**src/rtl/mips32_pkg.sv**
```systemverilog
// ---------------------------------------------------------------------------
// mips32_pkg
// Shared definitions for the MIPS32 front end: opcode and instruction-type
// codes, instruction-memory address width, default fetch-queue depth and the
// fetch-queue entry layout.
// No ports (package).
// ---------------------------------------------------------------------------
package mips32_pkg;

  localparam int IMEM_AW  = 10;  // instruction memory is 1024 words
  localparam int FQ_DEPTH = 4;   // default fetch-queue depth

  typedef enum logic [5:0] {
    OP_ADD   = 6'b000000,
    OP_SUB   = 6'b000001,
    OP_AND   = 6'b000010,
    OP_OR    = 6'b000011,
    OP_SLT   = 6'b000100,
    OP_MUL   = 6'b000101,
    OP_LW    = 6'b001000,
    OP_SW    = 6'b001001,
    OP_ADDI  = 6'b001010,
    OP_SUBI  = 6'b001011,
    OP_SLTI  = 6'b001100,
    OP_BNEQZ = 6'b001101,
    OP_BEQZ  = 6'b001110,
    OP_HLT   = 6'b111111
  } opcode_e;

  typedef enum logic [2:0] {
    RR_ALU = 3'd0,
    RM_ALU = 3'd1,
    LOAD   = 3'd2,
    STORE  = 3'd3,
    BRANCH = 3'd4,
    HALT   = 3'd5
  } itype_e;

  // One buffered instruction: the word itself and its fetch address + 1.
  typedef struct packed {
    logic [31:0] ir;
    logic [31:0] npc;
  } fq_entry_t;

  // Classify an instruction word by its opcode field (bits 31:26).
  function automatic itype_e decode_type(input logic [31:0] ir);
    itype_e t;
    case (ir[31:26])
      OP_ADD, OP_SUB, OP_AND, OP_OR, OP_SLT, OP_MUL: t = RR_ALU;
      OP_ADDI, OP_SUBI, OP_SLTI:                     t = RM_ALU;
      OP_LW:                                         t = LOAD;
      OP_SW:                                         t = STORE;
      OP_BNEQZ, OP_BEQZ:                             t = BRANCH;
      default:                                       t = HALT;
    endcase
    return t;
  endfunction

endpackage

```
**src/rtl/mips32_fetch_queue_if.sv**
```systemverilog
// ---------------------------------------------------------------------------
// mips32_fetch_queue_if
// Bundles the fetch queue's instruction-memory bus, redirect/halt controls
// and the instruction handshake toward the ID stage.
//   master : the fetch queue side (drives imem_rd_en/addr, inst_*)
//   slave  : the environment side (memory, branch unit, ID stage)
// ---------------------------------------------------------------------------
interface mips32_fetch_queue_if;
  import mips32_pkg::*;

  logic               imem_rd_en;
  logic [IMEM_AW-1:0] imem_addr;
  logic [31:0]        imem_rdata;
  logic               redirect_valid;
  logic [31:0]        redirect_pc;
  logic               halt;
  logic               inst_valid;
  logic [31:0]        inst_ir;
  logic [31:0]        inst_npc;
  logic               inst_ready;

  modport master (
    output imem_rd_en, imem_addr, inst_valid, inst_ir, inst_npc,
    input  imem_rdata, redirect_valid, redirect_pc, halt, inst_ready
  );

  modport slave (
    input  imem_rd_en, imem_addr, inst_valid, inst_ir, inst_npc,
    output imem_rdata, redirect_valid, redirect_pc, halt, inst_ready
  );

endinterface

```
**src/rtl/mips32_sync_fifo.sv**
```systemverilog
// ---------------------------------------------------------------------------
// mips32_sync_fifo
// Single-clock FIFO with a registered head entry, so the head output never
// has a combinational path from the write data.
//   clk1, rst_n : clock, asynchronous active-low reset
//   flush       : empty the FIFO (wins over push/pop)
//   push, wdata : write an entry at the tail
//   pop         : drop the head entry (ignored when empty)
//   head        : registered head entry
//   count       : number of stored entries (0..DEPTH)
//   full, empty : occupancy flags
// ---------------------------------------------------------------------------
module mips32_sync_fifo #(
  parameter int WIDTH = 64,
  parameter int DEPTH = 4,
  localparam int AW   = $clog2(DEPTH),
  localparam int CW   = AW + 1
) (
  input  logic             clk1,
  input  logic             rst_n,
  input  logic             flush,
  input  logic             push,
  input  logic [WIDTH-1:0] wdata,
  input  logic             pop,
  output logic [WIDTH-1:0] head,
  output logic [CW-1:0]    count,
  output logic             full,
  output logic             empty
);

  logic [WIDTH-1:0] mem [DEPTH];

  logic [AW-1:0]    rd_ptr_reg, rd_ptr_next;
  logic [AW-1:0]    wr_ptr_reg, wr_ptr_next;
  logic [CW-1:0]    count_reg, count_next;
  logic [WIDTH-1:0] head_reg, head_next;
  logic             do_pop;
  logic [CW-1:0]    kept;

  always_comb begin
    rd_ptr_next = rd_ptr_reg;
    wr_ptr_next = wr_ptr_reg;
    count_next  = count_reg;
    head_next   = head_reg;
    do_pop      = pop && (count_reg != '0);
    kept        = count_reg - CW'(do_pop);  // old entries surviving this edge
    if (flush) begin
      rd_ptr_next = '0;
      wr_ptr_next = '0;
      count_next  = '0;
    end else begin
      if (do_pop) rd_ptr_next = rd_ptr_reg + AW'(1);
      if (push)   wr_ptr_next = wr_ptr_reg + AW'(1);
      count_next = kept + CW'(push);
      // Head is reloaded from the array when an older entry remains,
      // otherwise it is captured straight from the incoming write.
      if (kept != '0)  head_next = mem[rd_ptr_next];
      else if (push)   head_next = wdata;
    end
  end

  always_ff @(posedge clk1 or negedge rst_n) begin
    if (!rst_n) begin
      rd_ptr_reg <= '0;
      wr_ptr_reg <= '0;
      count_reg  <= '0;
      head_reg   <= '0;
    end else begin
      rd_ptr_reg <= rd_ptr_next;
      wr_ptr_reg <= wr_ptr_next;
      count_reg  <= count_next;
      head_reg   <= head_next;
    end
  end

  // Storage array carries no reset so it can map onto RAM.
  always_ff @(posedge clk1) begin
    if (push && !flush) mem[wr_ptr_reg] <= wdata;
  end

  assign head  = head_reg;
  assign count = count_reg;
  assign full  = (count_reg == CW'(DEPTH));
  assign empty = (count_reg == '0);

endmodule

```
**src/rtl/mips32_fetch_queue.sv**
```systemverilog
// ---------------------------------------------------------------------------
// mips32_fetch_queue
// Instruction fetch front end: issues sequential word reads to a 1-cycle
// instruction memory, buffers responses in a small FIFO and hands them to
// the ID stage with a valid/ready handshake. Handles branch redirects
// (flush + refetch) and halt (stop issuing, drain what is buffered).
//   clk1, rst_n : clock, asynchronous active-low reset
//   bus         : mips32_fetch_queue_if.master
//                 imem_rd_en/imem_addr/imem_rdata - instruction memory
//                 redirect_valid/redirect_pc      - taken branch
//                 halt                            - stop fetching
//                 inst_valid/inst_ir/inst_npc/inst_ready - ID handshake
// ---------------------------------------------------------------------------
module mips32_fetch_queue
  import mips32_pkg::*;
#(
  parameter int          DEPTH    = FQ_DEPTH,
  parameter logic [31:0] RESET_PC = 32'h0000_0000
) (
  input logic                  clk1,
  input logic                  rst_n,
  mips32_fetch_queue_if.master bus
);

  localparam int CW = $clog2(DEPTH) + 1;

  logic [31:0]   fetch_pc_reg, fetch_pc_next;
  logic [31:0]   resp_npc_reg, resp_npc_next;  // npc of the read in flight
  logic          inflight_reg, inflight_next;
  logic          drop_pending_reg, drop_pending_next;

  logic          issue, push, pop, flush;
  logic [CW-1:0] fifo_count, occupancy;
  logic          fifo_full, fifo_empty;
  fq_entry_t     push_entry, head_entry;

  always_comb begin
    // Credit: buffered entries plus the response still on its way must
    // leave room, so a push can never land on a full FIFO.
    occupancy = fifo_count + CW'(inflight_reg);
    // Gated by rst_n so the strobe is low for the whole reset interval.
    issue = rst_n && !bus.halt && !bus.redirect_valid && !drop_pending_reg &&
            (occupancy < CW'(DEPTH));
    flush = bus.redirect_valid;
    // The response arriving on a redirect edge belongs to the old path and
    // is discarded by the flush.
    push  = inflight_reg && !drop_pending_reg && !bus.redirect_valid;
    pop   = !fifo_empty && bus.inst_ready;
    push_entry.ir  = bus.imem_rdata;
    push_entry.npc = resp_npc_reg;
  end

  always_comb begin
    fetch_pc_next     = fetch_pc_reg;
    resp_npc_next     = resp_npc_reg;
    inflight_next     = issue;
    // Marks a read strobed in the same cycle as a redirect; issue is held
    // low during redirects, so in practice this only clears the flag.
    drop_pending_next = bus.redirect_valid && issue;
    if (bus.redirect_valid) begin
      fetch_pc_next = bus.redirect_pc;
    end else if (issue) begin
      fetch_pc_next = fetch_pc_reg + 32'd1;  // wraps modulo 2^32
      resp_npc_next = fetch_pc_reg + 32'd1;
    end
  end

  always_ff @(posedge clk1 or negedge rst_n) begin
    if (!rst_n) begin
      fetch_pc_reg     <= RESET_PC;
      resp_npc_reg     <= '0;
      inflight_reg     <= 1'b0;
      drop_pending_reg <= 1'b0;
    end else begin
      fetch_pc_reg     <= fetch_pc_next;
      resp_npc_reg     <= resp_npc_next;
      inflight_reg     <= inflight_next;
      drop_pending_reg <= drop_pending_next;
    end
  end

  mips32_sync_fifo #(
    .WIDTH ($bits(fq_entry_t)),
    .DEPTH (DEPTH)
  ) u_fifo (
    .clk1  (clk1),
    .rst_n (rst_n),
    .flush (flush),
    .push  (push),
    .wdata (push_entry),
    .pop   (pop),
    .head  (head_entry),
    .count (fifo_count),
    .full  (fifo_full),
    .empty (fifo_empty)
  );

  assign bus.imem_rd_en = issue;
  assign bus.imem_addr  = fetch_pc_reg[IMEM_AW-1:0];
  assign bus.inst_valid = !fifo_empty;
  assign bus.inst_ir    = head_entry.ir;
  assign bus.inst_npc   = head_entry.npc;

  a_no_overflow: assert property (@(posedge clk1) disable iff (!rst_n)
                                  !(push && fifo_full));

endmodule

```
**src/flat_wrapper.sv**
```systemverilog
// flat-port wrapper written by rule: the top's interface ports become plain ports
module mips32_fetch_queue_flat import mips32_pkg::*;
#(
  parameter int          DEPTH    = FQ_DEPTH,
  parameter logic [31:0] RESET_PC = 32'h0000_0000
)
  (clk1, rst_n, bus_imem_rd_en, bus_imem_addr, bus_inst_valid, bus_inst_ir, bus_inst_npc, bus_imem_rdata, bus_redirect_valid, bus_redirect_pc, bus_halt, bus_inst_ready);
  mips32_fetch_queue_if bus_i ();
  input logic clk1;
  input logic rst_n;
  output wire logic [$bits(bus_i.imem_rd_en)-1:0] bus_imem_rd_en;
  output wire logic [$bits(bus_i.imem_addr)-1:0] bus_imem_addr;
  output wire logic [$bits(bus_i.inst_valid)-1:0] bus_inst_valid;
  output wire logic [$bits(bus_i.inst_ir)-1:0] bus_inst_ir;
  output wire logic [$bits(bus_i.inst_npc)-1:0] bus_inst_npc;
  input wire logic [$bits(bus_i.imem_rdata)-1:0] bus_imem_rdata;
  input wire logic [$bits(bus_i.redirect_valid)-1:0] bus_redirect_valid;
  input wire logic [$bits(bus_i.redirect_pc)-1:0] bus_redirect_pc;
  input wire logic [$bits(bus_i.halt)-1:0] bus_halt;
  input wire logic [$bits(bus_i.inst_ready)-1:0] bus_inst_ready;
  assign bus_imem_rd_en = bus_i.imem_rd_en;
  assign bus_imem_addr = bus_i.imem_addr;
  assign bus_inst_valid = bus_i.inst_valid;
  assign bus_inst_ir = bus_i.inst_ir;
  assign bus_inst_npc = bus_i.inst_npc;
  assign bus_i.imem_rdata = bus_imem_rdata;
  assign bus_i.redirect_valid = bus_redirect_valid;
  assign bus_i.redirect_pc = bus_redirect_pc;
  assign bus_i.halt = bus_halt;
  assign bus_i.inst_ready = bus_inst_ready;
  mips32_fetch_queue #(.DEPTH(DEPTH), .RESET_PC(RESET_PC)) u_core (.clk1(clk1), .rst_n(rst_n), .bus(bus_i));
endmodule
```
**config.mk**
```make
export PLATFORM = sky130hd
export DESIGN_NAME = mips32_fetch_queue_flat
export DESIGN_NICKNAME = d
export VERILOG_FILES = /design/src/rtl/mips32_pkg.sv /design/src/rtl/mips32_fetch_queue_if.sv /design/src/rtl/mips32_sync_fifo.sv /design/src/rtl/mips32_fetch_queue.sv /design/src/flat_wrapper.sv
export SDC_FILE = /design/constraint.sdc
export NUM_CORES = 1
export LEC_CHECK = 0
export BUFFER_PORTS_ARGS = -buffer_cell sky130_fd_sc_hd__buf_2
export CORE_MARGIN = 3
export CORE_UTILIZATION = 62
export CTS_BUF_LIST = sky130_fd_sc_hd__clkbuf_4 sky130_fd_sc_hd__clkbuf_8
export DETAILED_ROUTE_END_ITERATION = 12
export HOLD_SLACK_MARGIN = 0.1
export PLACE_DENSITY_LB_ADDON = 0.2
export SYNTH_ARGS = -nofsm -noshare
export SYNTH_HDL_FRONTEND = slang
export SYNTH_HIERARCHICAL = 1
export SYNTH_SLANG_ARGS = --single-unit
export TNS_END_PERCENT = 5
```
**constraint.sdc**
```tcl
create_clock -name clk1 -period 4.5 [get_ports clk1]
set_clock_uncertainty 0.2 [all_clocks]
set_input_delay 0.9 -clock clk1 [delete_from_list [all_inputs] [get_ports clk1]]
set_output_delay 0.9 -clock clk1 [all_outputs]
set_load 0.005 [all_outputs]
```
==> reports/qor.yml, run 1 <==
run_status:
  status: "finished, final reports clean"
job:
  cap_violations: 0
finish:
  fill_cells: 1935
  final_area_mm2: 0.0203
  syn_to_final_growth_pct: 12.3
  fin_cells: 1942
  seq_area_mm2: 0.0111
  multiInputGateArea_mm2: 0.00630
  final_nets: 1591
  antenna_cells: 0
  largest_reg_flops: 256
  drive_gt1_share_pct: 27.8
clocking:
  cts_buffers: 67
  tritoncts: "yes"
  cts_buffer_depth: 3
  clkTransAtPathRegs_ns: 0.06
  cts_max_level: 3
  clock_latency_ns: 0.57
  cts-root-buf: "clkbuf_8"
  cts.sink_count: 393
yosys:
  netlist_instances: 1386
  synth_area_mm2: 0.0181
  syn_avg_cell_area_um2: 13.0
  synth_nets: 1464
  yosys_warnings: 6
global_route:
  grt_max_degree: 128
  antenna_found_initial: 0
  grt_use_total_pct: 26.0
  grt_overflow: 0
  grt_pass1_wl_um: 64800
  grt_pass1_vias: 12300
placement:
  placed_area_mm2: 0.0190
  io_buffers: 144
  dp_slack_ns: 0.779
  dp_cells: 1821
  place_hpwl_um: 23900
  place.gp.congestion: 0.860
die:
  dieArea_mm2: 0.0312
  die_h_um: 177
  start_util_pct: 64.0
  row_count: 61
  core_area_mm2: 0.0282
  ioPinCount: 145
  die_w_um: 177
power:
  pwr_density_cell_mw_per_mm2: 432
  p_total_mw: 8.77
  p_leak_nw: 7.32
  ir_worst_vdd_mv: 0.237
timing:
  min_period_ns: 4.07
  setup_ws_ns: 0.433
  slew_viol_final: 0
  setup_viol: 0
  max_freq_ghz: 0.246
  slew_headroom_pct: 38.3
  rsz0062_at_grt: "false"
  hold_violations: 0
  period_share_pct: 90.4
  worst_pin_slew_ns: 0.926
  fin_tns_setup_ns: 0
worst_setup_path:
  start_kind: "input port"
  crit_fanout: 38
  r2r_cells: 10
  path_class: "in2out"
  endpoint_kind: "output port"
  cp.required_ns: 3.40
  crit_arrival_ns: 2.97
drt:
  wl_per_cell_um: 20.8
  drtPass1Iterations: 5
  drcViolationCount: 0
  num_vias: 12200
  drtIter0Drc: 996
  wl_um: 40500
  ant_nets: 0
  viasPerCell: 6.27
min_path:
  min-delay-path-class: "reg2reg"
  whs_path_depth: 2
-- per-layer routing --
| metal | routed length, µm | track usage [%] | vias up |
|---|---|---|---|
| met5 | 0 | 0 | - |
| met4 | 948 | 9.13 | 0 |
| met3 | 3030 | 4.42 | 80 |
| met2 | 19200 | 41.8 | 555 |
| met1 | 17200 | 36.5 | 6018 |
| li1 | - | - | 5523 |
-- stage by stage --
stage	hold WS, ns	util (%)
6_report	0.339	71.9
2_1_floorplan	0.290	-
4_1_cts	0.313	71.9
3_3_place_gp	0.319	67.2
5_1_grt	0.339	71.9
3_5_place_dp	0.326	67.2
-- worst paths after layout --
path                                               end                    from  slack [ns]
setup / recovery                        bus_imem_rd_en                   rst_n        0.43
hold / removal                  u_core/u_fifo/head[54]  u_core/u_fifo/head[54]        0.34
setup reg to reg                u_core/u_fifo/head[61]  u_core/u_fifo/count[2]        1.03
hold reg to reg                 u_core/u_fifo/head[54]  u_core/u_fifo/head[54]        0.34
max in group asynchronous  u_core/u_fifo/rd_ptr_reg[0]                   rst_n        2.38
min in group asynchronous      u_core/fetch_pc_reg[25]                   rst_n        0.59
-- worst max-delay path, cell delays in order --
cell	delay [ns]
dlygate4sd3_1	0.54
buf_6	0.32
nor4b_1	0.56
nand2_2	0.09
inv_1	0.34
buf_2	0.19
-- timing repair --
action / 4_1_cts / 5_1_grt
setup buffers: 0 / 0
hold buffers: 1 / 0
gates resized for setup: 0 / 0
hold endpoints to repair: 34 / 0
-- report_power, final --
group          internal (mW)  switching (mW)
sequential              4.30           0.355
combinational          0.479           0.476
clock                   1.78            1.38
-- layout by cell type (no fill, tap or decap), types with 9 or more instances in the layout --
cell        n
mux2i_1    66
or3_1      64
a21oi_1    67
nand3_1    77
clkbuf_4   32
o21ai_0    50
clkbuf_8   74
mux2_2    126
nor3_1     11
a221o_1     9
ha_1        9
nor2b_1    69
buf_4      21
o22ai_1    63
xor2_1     14
nand4_1    12
nor2_1     12
nand2_1    51
inv_1      17
edfxtp_1  256
xnor2_1    20
o211ai_1   67
a22oi_1    12
dfrtp_1   135
buf_2     143
-- cell type report --
type                            instances  area share [%]
Sequential cell                       393            54.8
Clock inverter                         14           0.388
Timing Repair Buffer                  172            5.00
Multi-Input combinational cell        862            31.0
Clock buffer                          106            6.20
Inverter                               17           0.314
Tap cell                              378            2.33
Power figures use the tool's default switching activity.
==> inputs of run 2 (changes only) <==
Settings changed: RECOVER_POWER set to 100.
==> run 2 against run 1 <==
- the run now ends with capacitance limit, slew limit left
- wire length is 0.15% lower
- design area shrank 0.73%
- largest cell class unchanged
- global-route usage unchanged
- worst hold slack better by 0.0012 ns
- clock power is essentially flat
- power shrank 0.45%
- cell count stayed put
- sequential share of layout area is 0.40 points higher
- clock-buffer cell count is the same
- combinational power shrank 4.5%
==> reports/qor.yml, run 2 (same netlist as run 1, synthesis figures left out) <==
run_status:
  status: "complete, but fails checks"  # was finished, final reports clean
  violations: "capacitance limit, slew limit"
placement:
  place.gp.congestion: 0.860  # unchanged
  io_buffers: 144  # unchanged
  place_hpwl_um: 23900  # unchanged
  dp_slack_ns: 0.779  # unchanged
  placed_area_mm2: 0.0190  # unchanged
  dp_cells: 1821  # unchanged
die:
  ioPinCount: 145  # unchanged
  die_w_um: 177  # unchanged
  die_h_um: 177  # unchanged
  start_util_pct: 64.0  # unchanged
  core_area_mm2: 0.0282  # unchanged
  dieArea_mm2: 0.0312  # unchanged
  row_count: 61  # unchanged
worst_setup_path:
  cp.required_ns: 4.52  # was 3.40 ns
  start_kind: "input port"  # unchanged
  reg2reg_slack_ns: 0.47  # was 1.03 ns
  r2r_cells: 8  # was 10
  timing.rr.end: "u_core/u_fifo/head[29]"  # was u_core/u_fifo/head[61]
  crit_fanout: 30  # was 38
  crit_arrival_ns: 4.10  # was 2.97 ns
  endpoint_kind: "flop"  # was output port
  r2r-start: "u_core/u_fifo/count[2]"  # unchanged
  path_class: "in2reg"  # was in2out
global_route:
  grt_use_total_pct: 26.0  # unchanged
  grt_pass1_vias: 12300  # unchanged
  grt_pass1_wl_um: 64800  # unchanged
  grt_overflow: 0  # unchanged
  grt_max_degree: 128  # unchanged
  antenna_found_initial: 0  # unchanged
min_path:
  min-delay-path-class: "reg2reg"  # unchanged
  holdCritStartpoint: "u_core/u_fifo/head[54]"  # unchanged
  worstHoldEndpoint: "u_core/u_fifo/head[54]"  # unchanged
  whs_path_depth: 2  # unchanged
finish:
  syn_to_final_growth_pct: 11.5  # was 12.3%
  fin_cells: 1942  # unchanged
  final_common_cell: "edfxtp_1"  # unchanged
  largest_reg_flops: 256  # unchanged
  final_cell_mix: "256 x edfxtp_1, 135 x dfrtp_1, 126 x mux2_2, 77 x nand3_1, 74 x clkbuf_8"  # was 256 x edfxtp_1, 143 x buf_2, 135 x dfrtp_1, 126 x mux2_2, 77 x nand3_1
  drive_gt1_share_pct: 22.8  # was 27.8%
  antenna_cells: 0  # unchanged
  fill_cells: 1986  # was 1935
  final_nets: 1591  # unchanged
  final_area_mm2: 0.0202  # was 0.0203 mm²
  post-route-util_pct: 71.4  # was 71.9%
clocking:
  tritoncts: "yes"  # unchanged
  clkTransAtPathRegs_ns: 0.06  # about the same
  cts-root-buf: "clkbuf_8"  # unchanged
  ctsResizeCount: 0  # unchanged
  cts_buffers: 67  # unchanged
  cts_buffer_depth: 3  # unchanged
  cts_max_level: 3  # unchanged
  cts.sink_count: 393  # unchanged
  clock_latency_ns: 0.57  # about the same
  cts_hold_buffers: 1  # unchanged
  post_cts_buffers: 0  # unchanged
timing:
  fin_tns_setup_ns: 0  # unchanged
  min_period_ns: 4.08  # was 4.07 ns
  hold_violations: 0  # unchanged
  setup_viol: 0  # unchanged
  slew_viol_final: 256  # was 0
  rsz0062_at_grt: "false"  # unchanged
  slew_headroom_pct: -36.7  # was 38.3%
  holdWs_ns: 0.340  # was 0.339 ns
  setup_ws_ns: 0.415  # was 0.433 ns
  max_freq_ghz: 0.245  # was 0.246 GHz
  period_share_pct: 90.8  # was 90.4%
  worst_pin_slew_ns: 2.05  # was 0.926 ns
power:
  pwr_density_cell_mw_per_mm2: 433  # was 432 mW/mm²
  ir_worst_vdd_mv: 0.236  # was 0.237 mV
  p_total_mw: 8.73  # was 8.77 mW
  p_leak_nw: 7.11  # was 7.32 nW
drt:
  drcViolationCount: 0  # unchanged
  wl_per_cell_um: 20.8  # about the same
  drtIter0Drc: 956  # was 996
  drtPass1Iterations: 5  # unchanged
  viasPerCell: 6.24  # was 6.27
  ant_nets: 0  # unchanged
  num_vias: 12100  # was 12.2k
  wl_um: 40400  # was 40500 µm
job:
  cap_violations: 6  # was 0
## run 2: cell count changes in the layout (fill, tap and decap cells not counted), sizes merged
cell / delta
buf: -78
clkbuf: +78
## run 2: layout make-up
| type | instances | area [µm²] | share of cell area (%) |
|---|---|---|---|
| Inverter | 17 | 63.8 | 0.316 |
| Timing Repair Buffer | 172 | 892 | 4.42 |
| Clock buffer | 106 | 1260 | 6.24 |
| Multi-Input combinational cell | 862 | 6270 | 31.1 |
| Clock inverter | 14 | 78.8 | 0.391 |
| Sequential cell | 393 | 11100 | 55.2 |
| Tap cell | 378 | 473 | 2.35 |
## run 2: worst max-delay path by stage
stage / endpoint / start / depth (start not counted) / slack [ns]
4_1_cts: bus_imem_rd_en / rst_n / 6 / 0.43
3_3_place_gp: u_core/u_fifo/head[5] / bus_inst_ready / 10 / 0.92
6_report: u_core/u_fifo/mem[0][62] / bus_redirect_valid / 6 / 0.42
3_5_place_dp: u_core/u_fifo/head[15] / bus_inst_ready / 10 / 0.78
2_1_floorplan: u_core/u_fifo/mem[0][0] / bus_redirect_valid / 5 / 0.12
5_1_grt: u_core/u_fifo/head[5] / u_core/u_fifo/count[2] / 8 / 0.16
## run 2: critical path, stage by stage
cell and delay, ns:
clkbuf_1 0.25, nor3b_1 0.27, clkbuf_1 0.31, nor2b_1 0.33, and2_1 1.44, clkbuf_2 0.58
## run 2: routing by layer
| layer | up-vias | wire (µm) | part of all wire (%) | global-route usage (%) |
|---|---|---|---|---|
| li1 | 5527 | - | - | - |
| met1 | 6012 | 17400 | 43 | 36.5 |
| met2 | 505 | 19200 | 48 | 41.8 |
| met3 | 81 | 2780 | 6.9 | 4.42 |
| met4 | 0 | 976 | 2.4 | 9.13 |
| met5 | - | 0 | 0 | 0 |
## run 2: power by group
part | internal [mW] | switching [mW]
Clock | 1.78 | 1.38
Combinational | 0.436 | 0.476
Sequential | 4.30 | 0.360
Total | 6.51 | 2.22
